==> config.mk <==
export PLATFORM = sky130hd
export DESIGN_NAME = pattern_ctrl
export DESIGN_NICKNAME = d
export VERILOG_FILES = /design/src/rtl/pattern_ctrl.sv
export SDC_FILE = /design/constraint.sdc
export NUM_CORES = 1
export LEC_CHECK = 0
export BUFFER_PORTS_ARGS = -buffer_cell sky130_fd_sc_hd__buf_2
export CORE_ASPECT_RATIO = 0.75
export CORE_MARGIN = 4
export CORE_UTILIZATION = 56
export DETAILED_ROUTE_END_ITERATION = 6
export PLACE_DENSITY = 0.79
export SYNTH_ARGS = -nofsm -noshare
export SYNTH_HDL_FRONTEND = slang
export SYNTH_SLANG_ARGS = --single-unit
==> constraint.sdc <==
create_clock -name hz100 -period 2.6 [get_ports hz100]
set_clock_uncertainty 0.1 [all_clocks]
set_input_delay 0.26 -clock hz100 [delete_from_list [all_inputs] [get_ports hz100]]
set_output_delay 0.26 -clock hz100 [all_outputs]
set_load 0.02 [all_outputs]
==> src/rtl/pattern_ctrl.sv <==
// rtl/pattern_ctrl.sv - pushbutton sync/debounce, mode select and divider limit control
// Optional divider auto-repeat on held pb[8]/pb[11] when PATTERN_CTRL_AUTOREPEAT_EN is defined.
module pattern_ctrl #(
   parameter int DEB_CYCLES    = 3,
   parameter int DIV_RESET     = 2,
   parameter int DIV_MIN       = 1,
   parameter int DIV_MAX       = 20,
   parameter int DIV_STEP      = 2,
   parameter int REPEAT_DELAY  = 50,
   parameter int REPEAT_CYCLES = 25
) (
   input  logic        hz100,
   input  logic        reset,
   input  logic [20:0] pb,
   output logic [2:0]  mode,
   output logic [7:0]  divider,
   output logic        mode_chg,
   output logic        div_chg,
   output logic [9:0]  btn_level
);

   localparam int CW = $clog2(DEB_CYCLES + 1);

   logic [9:0]    w_pb_used;
   logic [9:0]    r_sync1;
   logic [9:0]    r_sync2;
   logic [CW-1:0] r_deb_cnt [10];
   logic [9:0]    r_level;
   logic [9:0]    r_level_d;
   logic [9:0]    w_press;

   logic [2:0]    r_mode;
   logic [7:0]    r_divider;
   logic          r_mode_chg;
   logic          r_div_chg;

   logic [7:0]    w_mode_ev;
   logic          w_mode_one;
   logic [2:0]    w_mode_idx;
   logic [1:0]    w_rep;
   logic          w_inc;
   logic          w_dec;
   logic [8:0]    w_div_ext;
   logic [8:0]    w_div_up;
   logic [8:0]    w_div_dn;
   logic [8:0]    w_div_next;

   assign w_pb_used = {pb[11], pb[8], pb[7:0]};
   assign w_press   = r_level & ~r_level_d;

   always_ff @(posedge hz100 or posedge reset) begin
      if (reset) begin
         r_sync1   <= '0;
         r_sync2   <= '0;
         r_level   <= '0;
         r_level_d <= '0;
         for (int i = 0; i < 10; i++) r_deb_cnt[i] <= '0;
      end else begin
         r_sync1   <= w_pb_used;
         r_sync2   <= r_sync1;
         r_level_d <= r_level;
         for (int i = 0; i < 10; i++) begin
            if (r_sync2[i] == r_level[i]) begin
               r_deb_cnt[i] <= '0;
            end else if (r_deb_cnt[i] == CW'(DEB_CYCLES - 1)) begin
               r_level[i]   <= ~r_level[i];
               r_deb_cnt[i] <= '0;
            end else begin
               r_deb_cnt[i] <= r_deb_cnt[i] + 1'b1;
            end
         end
      end
   end

`ifdef PATTERN_CTRL_AUTOREPEAT_EN
   localparam int REP_MAX = (REPEAT_DELAY > REPEAT_CYCLES) ? REPEAT_DELAY : REPEAT_CYCLES;
   localparam int RW      = $clog2(REP_MAX + 1);

   logic [RW-1:0] r_rep_cnt [2];
   logic [1:0]    r_rep_first;
   logic [RW-1:0] w_rep_lim [2];

   // Count edges since the press (or the last repeat); fire on reaching the limit.
   always_comb begin
      w_rep = '0;
      for (int j = 0; j < 2; j++) begin
         w_rep_lim[j] = r_rep_first[j] ? RW'(REPEAT_DELAY - 1) : RW'(REPEAT_CYCLES - 1);
         w_rep[j]     = r_level[8+j] & ~w_press[8+j] & (r_rep_cnt[j] == w_rep_lim[j]);
      end
   end

   always_ff @(posedge hz100 or posedge reset) begin
      if (reset) begin
         r_rep_first <= '1;
         for (int j = 0; j < 2; j++) r_rep_cnt[j] <= '0;
      end else begin
         for (int j = 0; j < 2; j++) begin
            if (!r_level[8+j] || w_press[8+j]) begin
               r_rep_cnt[j]   <= '0;
               r_rep_first[j] <= 1'b1;
            end else if (w_rep[j]) begin
               r_rep_cnt[j]   <= '0;
               r_rep_first[j] <= 1'b0;
            end else begin
               r_rep_cnt[j]   <= r_rep_cnt[j] + 1'b1;
            end
         end
      end
   end
`else
   assign w_rep = 2'b00;
`endif

   assign w_inc = w_press[8] | w_rep[0];
   assign w_dec = w_press[9] | w_rep[1];

   always_comb begin
      w_mode_ev  = w_press[7:0];
      w_mode_one = (w_mode_ev != 8'd0) && ((w_mode_ev & (w_mode_ev - 8'd1)) == 8'd0);
      w_mode_idx = 3'd0;
      for (int i = 0; i < 8; i++) begin
         if (w_mode_ev[i]) w_mode_idx = 3'(i);
      end
   end

   // Widened to 9 bits so the clamp sees the true sum before truncation.
   always_comb begin
      w_div_ext = {1'b0, r_divider};
      w_div_up  = w_div_ext + 9'(DIV_STEP);
      if (w_div_up > 9'(DIV_MAX)) w_div_up = 9'(DIV_MAX);
      w_div_dn  = (w_div_ext < 9'(DIV_MIN + DIV_STEP)) ? 9'(DIV_MIN) : (w_div_ext - 9'(DIV_STEP));
      case ({w_inc, w_dec})
         2'b10:   w_div_next = w_div_up;
         2'b01:   w_div_next = w_div_dn;
         default: w_div_next = w_div_ext;
      endcase
   end

   always_ff @(posedge hz100 or posedge reset) begin
      if (reset) begin
         r_mode     <= 3'd0;
         r_divider  <= 8'(DIV_RESET);
         r_mode_chg <= 1'b0;
         r_div_chg  <= 1'b0;
      end else begin
         r_mode_chg <= w_mode_one;
         if (w_mode_one) r_mode <= w_mode_idx;
         r_div_chg  <= (w_div_next[7:0] != r_divider);
         r_divider  <= w_div_next[7:0];
      end
   end

   assign mode      = r_mode;
   assign divider   = r_divider;
   assign mode_chg  = r_mode_chg;
   assign div_chg   = r_div_chg;
   assign btn_level = r_level;

endmodule
==> metrics.md, run 1 <==
| Metric | Value |
|---|---|
| Max-cap violation count | `0` |
| GRT Residual Overflow | `0` |
| CTS Buf Count | `9` |
| VDD IR max | `0.000639 V` |
| PD cells | `1390 nW/um^2` |
| Dpl ws | `0.390 ns` |
| First-pass GRT wire length | `9390 um` |
| Slowest cell on crit path | `dfstp_2` |
| CP most frequent cell | `o311ai_1` |
| Root Driver | `clkbuf_8` |
| Synth Net Count | `293` |
| Most frequent cell after synthesis | `dfrtp_1` |
| Reg clk slew, reported paths | `0.08 ns` |
| LEAKAGE | `1.64 nW` |
| Rows | `22` |
| CTS resizes | `0` |
| Area leader, netlist | `dfrtp_1` |
| Yosys warns | `0` |
| Final Hold Fails | `0` |
| Post-synth EDFFs | `0` |
| Vias in the first global route | `1981` |
| Ports | `46` |
| Most frequent cells after synthesis | `dfrtp_1 (72), nor3_1 (18), a21oi_1 (15), nor2b_1 (15), nand2_1 (14)` |
| Ant diodes | `0` |
| CTS tree | `built` |
| Placer Congestion | `0.860` |
| Initial antenna violation count | `0` |
| Sequential fraction of the synthesis area | `60.0%` |
| H-Tree Level Count | `3` |
| Slew headroom | `56.2%` |
| Core box area | `5060 um^2` |
| TNS Setup | `0 ns` |
| Initial core utilization | `60.2%` |
| DR vias | `2094` |
| Post-synthesis register bit count | `73` |
| Highest clock rate | `443 MHz` |
| Clk Latency, worst-skew pair | `0.35 ns` |
| Synth-to-layout area growth | `18.6%` |
| Final #Nets | `342` |
| Critical path class | `flip-flop to flip-flop` |
| RSZ-0062 raised after global routing | `false` |
| Yosys cell types | `46` |
| CP startpoint kind | `flip-flop` |
| CTS Hold Buffers Added | `11` |
| Mapped cell area | `3050 um^2` |
| CP max stage delay | `0.64 ns` |
| Top post-synthesis cells by area | `dfrtp_1 (59%), xnor2_1 (3.4%), nor2b_1 (3.1%)` |
| Post-DRT Antenna Nets | `0` |
| Worst min-delay path class | `flip-flop to flip-flop` |
| Drt first pass iters | `4` |
| Share of cells above drive strength 1 | `23.8%` |
| PnR worst setup slack | `0.344 ns` |
| GRT Total Usage | `18.1%` |
| CP cell instances | `ha_1, and3_1, a31o_2, o311ai_1, nor3_1, o21ai_0, o311ai_1` |
| Pin count of the biggest net entering global routing | `43` |
| Run status | `complete, no violations` |
| Slew Viols, Final | `0` |
| Minimum clock period | `2.26 ns` |
| Drt total wl | `5170 um` |
| DR iter-0 viols | `96` |
| Die W | `93.2 um` |
| Max FO, Critical Path | `10` |
| CP Data Arrival Time | `2.39 ns` |
| Yosys top cell area share | `59.1%` |
| Synth Flop Type | `dfrtp_1` |
| Post-CTS Setup Inserts | `0` |
| Final Setup Violations | `0` |
| Worst Path Required | `2.74 ns` |
| Die area | `6700 um^2` |
| Least-Margin Pin Slew | `0.656 ns` |
| Final worst-path cycle share | `86.8%` |
| Synth Instances | `266` |
| Number of vias per cell | `5.34` |
| DP Wirelength | `3510 um` |
| Clk sinks | `73` |
| Synth async-reset ratio | `100%` |
| Clock tree buffer depth | `2` |
| CP Capture Type | `flip-flop` |
| Die extent in y | `71.9 um` |
| I/O Buffers | `34` |
| Post-Syn Area per Cell | `11.5 um^2` |
| Drt drc | `0` |
| Routed WL per cell | `13.2 um` |
-- layout by cell type, fill, tap and decap left out, types with 12 or more instances in the layout --
master and n:
dfrtp_1 72, buf_2 34, nor3_1 18, nor2b_1 15, a21oi_1 15, nand2_1 14
o21ai_1 12, nor2_1 12, xnor2_1 12
-- final cells by class --
| cell class | count | area [um^2] |
|---|---|---|
| clock buffers | 10 | 138 |
| clock inverters | 6 | 73.8 |
| fillers | 391 | 1450 |
| inverters | 13 | 48.8 |
| multi-input cells | 170 | 1120 |
| flip-flops and latches | 73 | 1830 |
| well taps | 72 | 90.1 |
| repair buffers | 48 | 315 |
-- per-stage QoR --
stage | utilization (%) | area, um^2 | power [mW] | hold WS, ns | instances
final | 71.4 | 3620 | 5.01 | 0.250 | 392
after global routing | 71.4 | 3620 | 5.43 | 0.251 | 392
after CTS | 71.4 | 3620 | 5.05 | 0.252 | 392
after detailed placement | 65.0 | 3290 | 4.10 | 0.236 | 365
after global placement | 65.0 | 3290 | 4.03 | 0.232 | 365
after floorplan | - | 3050 | 3.57 | 0.191 | 266
-- sequential cells by signal, summed over array words and instances (netlist names) --
register   count
mode_chg       1
div_chg        1
r_deb_cnt     20
r_sync1       10
r_sync2       10
mode           3
btn_level     10
r_level_d     10
divider        8
-- where the power goes --
part / switching (mW) / total [mW] / internal, mW
sequential: 0.398 / 1.94 / 1.54
combinational: 1.20 / 2.16 / 0.962
clock: 0.437 / 0.917 / 0.480
-- worst paths after layout --
path / depth (start not counted) / slack [ns] / end / from
hold / removal: 0 / 0.25 / r_sync2[9] / r_sync1[9]
setup reg to reg: 7 / 0.34 / divider[3] / divider[1]
hold reg to reg: 0 / 0.25 / r_sync2[9] / r_sync1[9]
min in group asynchronous: 3 / 0.44 / r_sync1[5] / reset
max in group asynchronous: 4 / 1.25 / divider[1] / reset
setup / recovery: 7 / 0.34 / divider[3] / divider[1]
-- metal layers --
layer | global-route usage (%) | share of wire [%] | up-vias
li1 | - | - | 1025
met2 | 26.2 | 44 | 58
met5 | 0 | 0 | -
met3 | 7.25 | 6.3 | 8
met1 | 25.8 | 49 | 1003
met4 | 4.39 | 1.0 | 0
-- critical path, delay by kind of cell (launching register included) --
kind	cells	cell delay, ns
compound gates	4	0.59
fa+ha+maj	1	0.31
flops	1	0.64
simple gates	2	0.51
-- cell families (layout without fill, tap and decap cells) --
logic type / count (synthesis) / count (layout) / share of synthesized area, %
AND/OR/NAND/NOR: 88 / 88 / 16.3
multiplexers: 10 / 10 / 3.69
XOR/XNOR: 13 / 13 / 3.74
buffers and inverters: 23 / 77 / 3.20
AO/OA/AOI/OAI: 55 / 55 / 11.5
flip-flops: 73 / 73 / 60.0
adder cells (fa/ha/maj): 4 / 4 / 1.64
Note: power is estimated with default switching activity, not from simulation.
==> run 2, diff against run 1 <==
--- a/config.mk
+++ b/config.mk
@@ -5,12 +5,14 @@
 export SDC_FILE = /design/constraint.sdc
 export NUM_CORES = 1
 export LEC_CHECK = 0
+export ABC_AREA = 1
 export BUFFER_PORTS_ARGS = -buffer_cell sky130_fd_sc_hd__buf_2
 export CORE_ASPECT_RATIO = 0.75
 export CORE_MARGIN = 4
 export CORE_UTILIZATION = 56
 export DETAILED_ROUTE_END_ITERATION = 6
-export PLACE_DENSITY = 0.79
+export PLACE_DENSITY = 0.78
+export SETUP_SLACK_MARGIN = 0.5
 export SYNTH_ARGS = -nofsm -noshare
 export SYNTH_HDL_FRONTEND = slang
 export SYNTH_SLANG_ARGS = --single-unit
==> run 2 against run 1 <==
  * Setup slack better by 0.12 ns
  * Die area is 4.9% higher
  * Routed wire length is 19% higher
  * Clock-buffer cell count is 1 higher
  * Sequential share of layout area is 4.6 points lower
  * Synthesized area is 5.5% higher
  * Cell count is 27% higher
  * Non-clock buffer count is 14 higher
  * Sequential cell count stayed put
==> metrics.md, run 2 <==
| Metric | Value |
|---|---|
| Run status | `complete, no violations` |
| Synth Flop Type | `dfrtp_1` |
| Slowest cell on crit path | `dfstp_2` |
| DP Wirelength | `4130 um (+18%)` |
| Most frequent cells after synthesis | `dfrtp_1 (72), nand2_1 (69), inv_1 (45), nor2_1 (26), nor3_1 (21)` |
| Mapped cell area | `3210 um^2 (+5.5%)` |
| GRT Residual Overflow | `0 (unchanged)` |
| Die area | `7030 um^2 (+4.9%)` |
| Final worst-path cycle share | `82.1% (-4.7 points)` |
| Post-synth EDFFs | `0 (unchanged)` |
| Final Setup Violations | `0 (unchanged)` |
| Wire length on met2 | `2870 um (+27%)` |
| Number of vias per cell | `4.88 (-8.7%)` |
| I/O Buffers | `34 (unchanged)` |
| Clk Latency, worst-skew pair | `0.33 ns (-0.02 ns)` |
| GRT Total Usage | `19.7% (+1.6 points)` |
| Met3 WL | `391 um (+20%)` |
| Drt drc | `0 (unchanged)` |
| Critical path class | `flip-flop to flip-flop` |
| Rows | `23 (+4.5%)` |
| Share of cells above drive strength 1 | `26.7% (+3.0 points)` |
| Drt first pass iters | `4 (unchanged)` |
| First-pass GRT wire length | `10600 um (+12%)` |
| Yosys cell types | `32 (-30%)` |
| M1 wire length | `2780 um (+10%)` |
| CP Data Arrival Time | `2.26 ns (-0.13 ns)` |
| VDD IR max | `0.000750 V (+17%)` |
| Final Hold Fails | `0 (unchanged)` |
| Area of placed instances | `3470 um^2 (+5.4%)` |
| Clock tree buffer depth | `2 (unchanged)` |
| Core box area | `5440 um^2 (+7.4%)` |
| End-of-flow core utilization | `73.2% (+1.8 points)` |
| Routed WL per cell | `12.3 um (-6.7%)` |
| Synth Net Count | `378 (+29%)` |
| Most frequent cells in the layout | `dfrtp_1 (69), nand2_1 (67), inv_1 (42), buf_2 (34), nor2_1 (23)` |
| Max-cap violation count | `0 (unchanged)` |
| Max FO, Critical Path | `4 (-6)` |
| CP startpoint kind | `flip-flop` |
| TNS Setup | `0 ns (unchanged)` |
| Worst min-delay path class | `flip-flop to flip-flop` |
| Ant diodes | `0 (unchanged)` |
| DR iter-0 viols | `137 (+43%)` |
| Initial antenna violation count | `0 (unchanged)` |
| Minimum clock period | `2.13 ns (-0.122 ns)` |
| Power after layout | `5.56 mW (+11%)` |
| Drt total wl | `6130 um (+19%)` |
| Slew headroom | `61.1% (+4.9 points)` |
| Reg clk slew, reported paths | `0.07 ns (about the same)` |
| DR vias | `2430 (+16%)` |
| RSZ-0062 raised after global routing | `true` |
| Commonest non-fill, non-tap cell in the layout | `dfrtp_1` |
| Hold Slack | `0.249 ns (-0.00193 ns)` |
| Final instance area | `3980 um^2 (+10%)` |
| Post-Syn Area per Cell | `9.16 um^2 (-20%)` |
| Synth async-reset ratio | `100% (unchanged)` |
| Max reg flops | `20 (unchanged)` |
| Ports | `46 (unchanged)` |
| PD cells | `1400 nW/um^2 (+0.76%)` |
| Biggest register | `r_deb_cnt` |
| Placer Congestion | `0.852 (-0.85%)` |
| Final #Nets | `446 (+30%)` |
| Root Driver | `clkbuf_8` |
| Pin count of the biggest net entering global routing | `49 (+14%)` |
| Post-synthesis register bit count | `73 (unchanged)` |
| CP cell instances | `buf_12, buf_4, nand3_4, inv_2, nand2_4, nand2_2, nand2_2, nor2_4, nand3_2, nand2_1, nor2_1, nor2_1, nand2_1, nor2_2, nand2_1` |
| Initial core utilization | `59.1% (-1.1 points)` |
| Clk sinks | `73 (unchanged)` |
| Sequential fraction of the synthesis area | `56.9% (-3.1 points)` |
| Vias in the first global route | `2413 (+22%)` |
| Highest clock rate | `469 MHz (+5.7%)` |
| Yosys top cell area share | `56.1% (-3.1 points)` |
| Synth Instances | `351 (+32%)` |
| CTS Buf Count | `9 (unchanged)` |
| Least-Margin Pin Slew | `0.583 ns (-0.0734 ns)` |
| Most frequent cell after synthesis | `dfrtp_1` |
| Slew Viols, Final | `0 (unchanged)` |
| Top post-synthesis cells by area | `dfrtp_1 (56%), nand2_1 (8.1%), inv_1 (5.3%)` |
| CP Capture Type | `flip-flop` |
| Yosys warns | `0 (unchanged)` |
| Post-DRT Antenna Nets | `0 (unchanged)` |
| Die W | `95.5 um (+2.5%)` |
| CP max stage delay | `0.58 ns (-0.06 ns)` |
| LEAKAGE | `1.94 nW (+18%)` |
| Synth-to-layout area growth | `23.9%` |
| Area leader, netlist | `dfrtp_1` |
| CP most frequent cell | `nand2_1` |
| Top layer in use | `met4` |
| Worst Path Required | `2.72 ns (-0.02 ns)` |
| Die extent in y | `73.6 um (+2.4%)` |
| CTS tree | `built` |
| H-Tree Level Count | `3 (unchanged)` |
-- run 2: per-layer routing --
| metal | vias to the layer above | global-route usage, % |
|---|---|---|
| met3 | 12 | 6.24 |
| li1 | 1232 | - |
| met1 | 1119 | 25.5 |
| met5 | - | 0 |
| met2 | 67 | 31.7 |
| met4 | 0 | 6.47 |
-- run 2: layout make-up --
cell class | count | area (um^2)
clock buffers | 11 | 131
well taps | 75 | 93.8
repair inverters | 1 | 5.00
inverters | 62 | 240
multi-input cells | 210 | 1190
fillers | 412 | 1460
repair buffers | 62 | 437
clock inverters | 4 | 55.1
flip-flops and latches | 73 | 1830
-- run 2: cell families after synthesis --
group | share of synthesized area (%)
AND/OR/NAND/NOR | 23.8
flip-flops | 56.9
buffers and inverters | 8.68
AO/OA/AOI/OAI | 5.53
XOR/XNOR | 3.54
adder cells (fa/ha/maj) | 1.56
-- run 2: repair_timing --
item / 4_1_cts / 5_1_grt
endpoints found under the setup margin: 1 / 3
gates resized for setup: 9 / 11
gates cloned: 0 / 1
hold buffers: 11 / 0
hold endpoints to repair: 34 / 0
setup buffers: 10 / 4
pin swaps: 5 / 9
-- run 2: power breakdown --
group | internal (mW) | switching, mW | total, mW | leakage [nW]
combinational | 1.12 | 1.69 | 2.81 | 0.985
sequential | 1.55 | 0.375 | 1.92 | 0.868
clock | 0.442 | 0.387 | 0.829 | 0.0896
total | 3.11 | 2.45 | 5.56 | 1.94
-- run 2: path summary, 6_finish.rpt --
path                            cells past startpoint  slack (ns)       start    endpoint
worst max-delay path                               15        0.47  divider[1]     div_chg
worst min-delay path                                0        0.25  r_sync1[8]  r_sync2[8]
worst max register to register                     15        0.47  divider[1]     div_chg
worst min register to register                      0        0.25  r_sync1[8]  r_sync2[8]
max in group asynchronous                           4        1.35       reset  r_sync1[6]
min in group asynchronous                           3        0.44       reset  r_sync1[8]
-- run 2: metrics by stage --
stage          setup slack, ns  instances
2_1_floorplan            0.558        351
3_3_place_gp             0.409        457
3_5_place_dp             0.336        457
4_1_cts                  0.502        493
5_1_grt                  0.347        498
6_report                 0.466        498
-- run 2: critical path: cells and delay by family, from the launching register on --
kind	cells	cell delay [ns]
simple gates	12	0.99
flops	1	0.58
buf+inv	3	0.33
==> run 3, diff against run 2 <==
==> constraint.sdc (replaced) <==
create_clock -name hz100 -period 2.2 [get_ports hz100]
set_clock_uncertainty 0.1 [all_clocks]
set_input_delay 0.22 -clock hz100 [delete_from_list [all_inputs] [get_ports hz100]]
set_output_delay 0.22 -clock hz100 [all_outputs]
set_load 0.02 [all_outputs]
==> run 3 against run 2 <==
  * Maximum frequency grew 1.6%
  * Cell count rose by 1.8%
  * Clock-buffer cell count unchanged
  * Setup slack worse by 0.37 ns
  * Global-route usage grew 0.13 points
  * Sequential power grew 20%
  * Critical endpoint unchanged
==> metrics.md, run 3 (same netlist as run 2, synthesis figures left out) <==
| Metric | Value |
|---|---|
| Final Hold Fails | `0 (unchanged)` |
| Synth-to-layout area growth | `32.2%` |
| Run status | `complete, no violations` |
| Dpl ws | `0.0806 ns (-0.256 ns)` |
| Vias in the first global route | `2425 (+0.50%)` |
| CP startpoint kind | `flip-flop` |
| Share of cells above drive strength 1 | `35.4% (+8.7 points)` |
| CP most frequent cell | `nand2_1` |
| Drt drc | `0 (unchanged)` |
| Post-DRT Antenna Nets | `0 (unchanged)` |
| Max FO, Critical Path | `4 (unchanged)` |
| Max reg flops | `20 (unchanged)` |
| Commonest non-fill, non-tap cell in the layout | `dfrtp_1` |
| Least-Margin Pin Slew | `0.375 ns (-0.208 ns)` |
| Final worst-path cycle share | `95.5% (+13 points)` |
| Drt first pass iters | `4 (unchanged)` |
| Die W | `95.5 um (unchanged)` |
| Placer Congestion | `0.939 (+10%)` |
| Fin cells | `507 (+1.8%)` |
| DR vias | `2561 (+5.4%)` |
| Most frequent cells in the layout | `dfrtp_1 (64), nand2_1 (58), inv_1 (38), buf_2 (34), buf_4 (21)` |
| Final Setup Violations | `0 (unchanged)` |
| Slew Viols, Final | `0 (unchanged)` |
| Minimum clock period | `2.10 ns (-0.0328 ns)` |
| Placed cells | `463 (+1.3%)` |
| Pin count of the biggest net entering global routing | `74 (+51%)` |
| LEAKAGE | `2.03 nW (+4.3%)` |
| Biggest register | `r_deb_cnt` |
| Final #Nets | `454 (+1.8%)` |
| Final instance area | `4250 um^2 (+6.7%)` |
| Number of vias per cell | `5.05 (+3.5%)` |
| Clk Latency, worst-skew pair | `0.34 ns (about the same)` |
| GRT Total Usage | `19.8% (+0.13 points)` |
| I/O Buffers | `34 (unchanged)` |
| Clock tree buffer depth | `2 (unchanged)` |
| H-Tree Level Count | `3 (unchanged)` |
| Root Driver | `clkbuf_8` |
| Slew headroom | `75.0% (+14 points)` |
| DP Wirelength | `4150 um (+0.63%)` |
| PnR worst setup slack | `0.0993 ns (-0.367 ns)` |
| CTS Buf Count | `9 (unchanged)` |
| Critical path class | `flip-flop to flip-flop` |
| Worst Path Required | `2.33 ns (-0.39 ns)` |
| Reg clk slew, reported paths | `0.08 ns (about the same)` |
| Rows | `23 (unchanged)` |
| Clk sinks | `73 (unchanged)` |
| CP max stage delay | `0.41 ns (-0.17 ns)` |
| PD cells | `1780 nW/um^2 (+27%)` |
| Ports | `46 (unchanged)` |
| Die area | `7030 um^2 (unchanged)` |
| Initial antenna violation count | `0 (unchanged)` |
| First-pass GRT wire length | `10700 um (+1.3%)` |
| GRT Residual Overflow | `0 (unchanged)` |
| Routed WL per cell | `13.9 um (+13%)` |
| Highest clock rate | `476 MHz (+1.6%)` |
| CTS tree | `built` |
| Drt total wl | `7040 um (+15%)` |
| Area of placed instances | `3530 um^2 (+1.8%)` |
| DR iter-0 viols | `191 (+39%)` |
| VDD IR max | `0.000911 V (+21%)` |
| Max-cap violation count | `0 (unchanged)` |
| CP Data Arrival Time | `2.23 ns (-0.03 ns)` |
| Die extent in y | `73.6 um (unchanged)` |
| Initial core utilization | `59.1% (unchanged)` |
| Ant diodes | `0 (unchanged)` |
| CP cell instances | `inv_2, nor2_4, inv_1, ha_4, nor2_1, nand3_2, nand3_2, nand2_1, nand2_1, nand4_1, nor2_2, nand2_1, nor2_2, nand2_1` |
| CP Capture Type | `flip-flop` |
| Worst min-delay path class | `flip-flop to flip-flop` |
| # fillers | `321 (-22%)` |
| Core box area | `5440 um^2 (unchanged)` |
| TNS Setup | `0 ns (unchanged)` |
| Slowest cell on crit path | `dfrtp_2` |
| RSZ-0062 raised after global routing | `true` |
## run 3: cell types whose count changed in the layout (fill, tap and decap cells not counted), sizes merged
| cell | delta |
|---|---|
| clkinvlp | -2 |
| clkinv | -2 |
| buf | +9 |
| inv | +1 |
| bufinv | +3 |
## run 3: path summary, 6_finish.rpt
kind                              start      endpoint  slack [ns]  cells after the start
setup / recovery           btn_level[8]       div_chg         0.1                     14
hold / removal               r_sync1[1]    r_sync2[1]        0.25                      0
setup reg to reg           btn_level[8]       div_chg         0.1                     14
hold reg to reg              r_sync1[1]    r_sync2[1]        0.25                      0
max in group asynchronous         reset    divider[1]        1.25                      4
min in group asynchronous         reset  r_deb_cnt[1]        0.41                      4
## run 3: power by group
part	internal [mW]	switching [mW]	total (mW)
clock network	0.899	0.466	1.37
registers	1.84	0.456	2.30
logic	1.60	2.29	3.89
total	4.34	3.21	7.55
## run 3: critical path: cells and delay by family, from the launching register on
kind | cells | cell delay (ns)
fa+ha+maj | 1 | 0.23
buf+inv | 2 | 0.18
flops | 1 | 0.41
simple gates | 11 | 1.08
## run 3: stage by stage
step / hold slack, ns / utilization (%) / power, mW
after global placement: 0.228 / 65.0 / 5.16
after global routing: 0.249 / 78.1 / 8.11
after floorplan: 0.151 / - / 4.52
after detailed placement: 0.229 / 65.0 / 5.29
final: 0.249 / 78.1 / 7.55
after CTS: 0.245 / 74.2 / 6.92
## run 3: area by class of cell
| class | count | area (um^2) | share of cell area, % |
|---|---|---|---|
| flip-flops and latches | 73 | 1840 | 43.3 |
| multi-input cells | 210 | 1280 | 30.2 |
| repair buffers | 71 | 520 | 12.3 |
| inverters | 62 | 244 | 5.74 |
| clock buffers | 11 | 141 | 3.33 |
| clock inverters | 5 | 128 | 3.00 |
| well taps | 75 | 93.8 | 2.21 |
## run 3: timing repair
item / 4_1_cts / 5_1_grt
cloned: 0 / 0
setup buffers: 5 / 12
hold endpoints to repair: 82 / 0
hold buffers: 11 / 0
setup endpoints to repair: 11 / 12
gates resized for setup: 23 / 33
pin swaps: 6 / 20
## run 3: per-layer routing
layer  share of wire, %  GRT usage, %
met1                 42          26.2
met2                 51          31.6
met3                5.4          5.94
met4                1.8          6.62
met5                  0             0
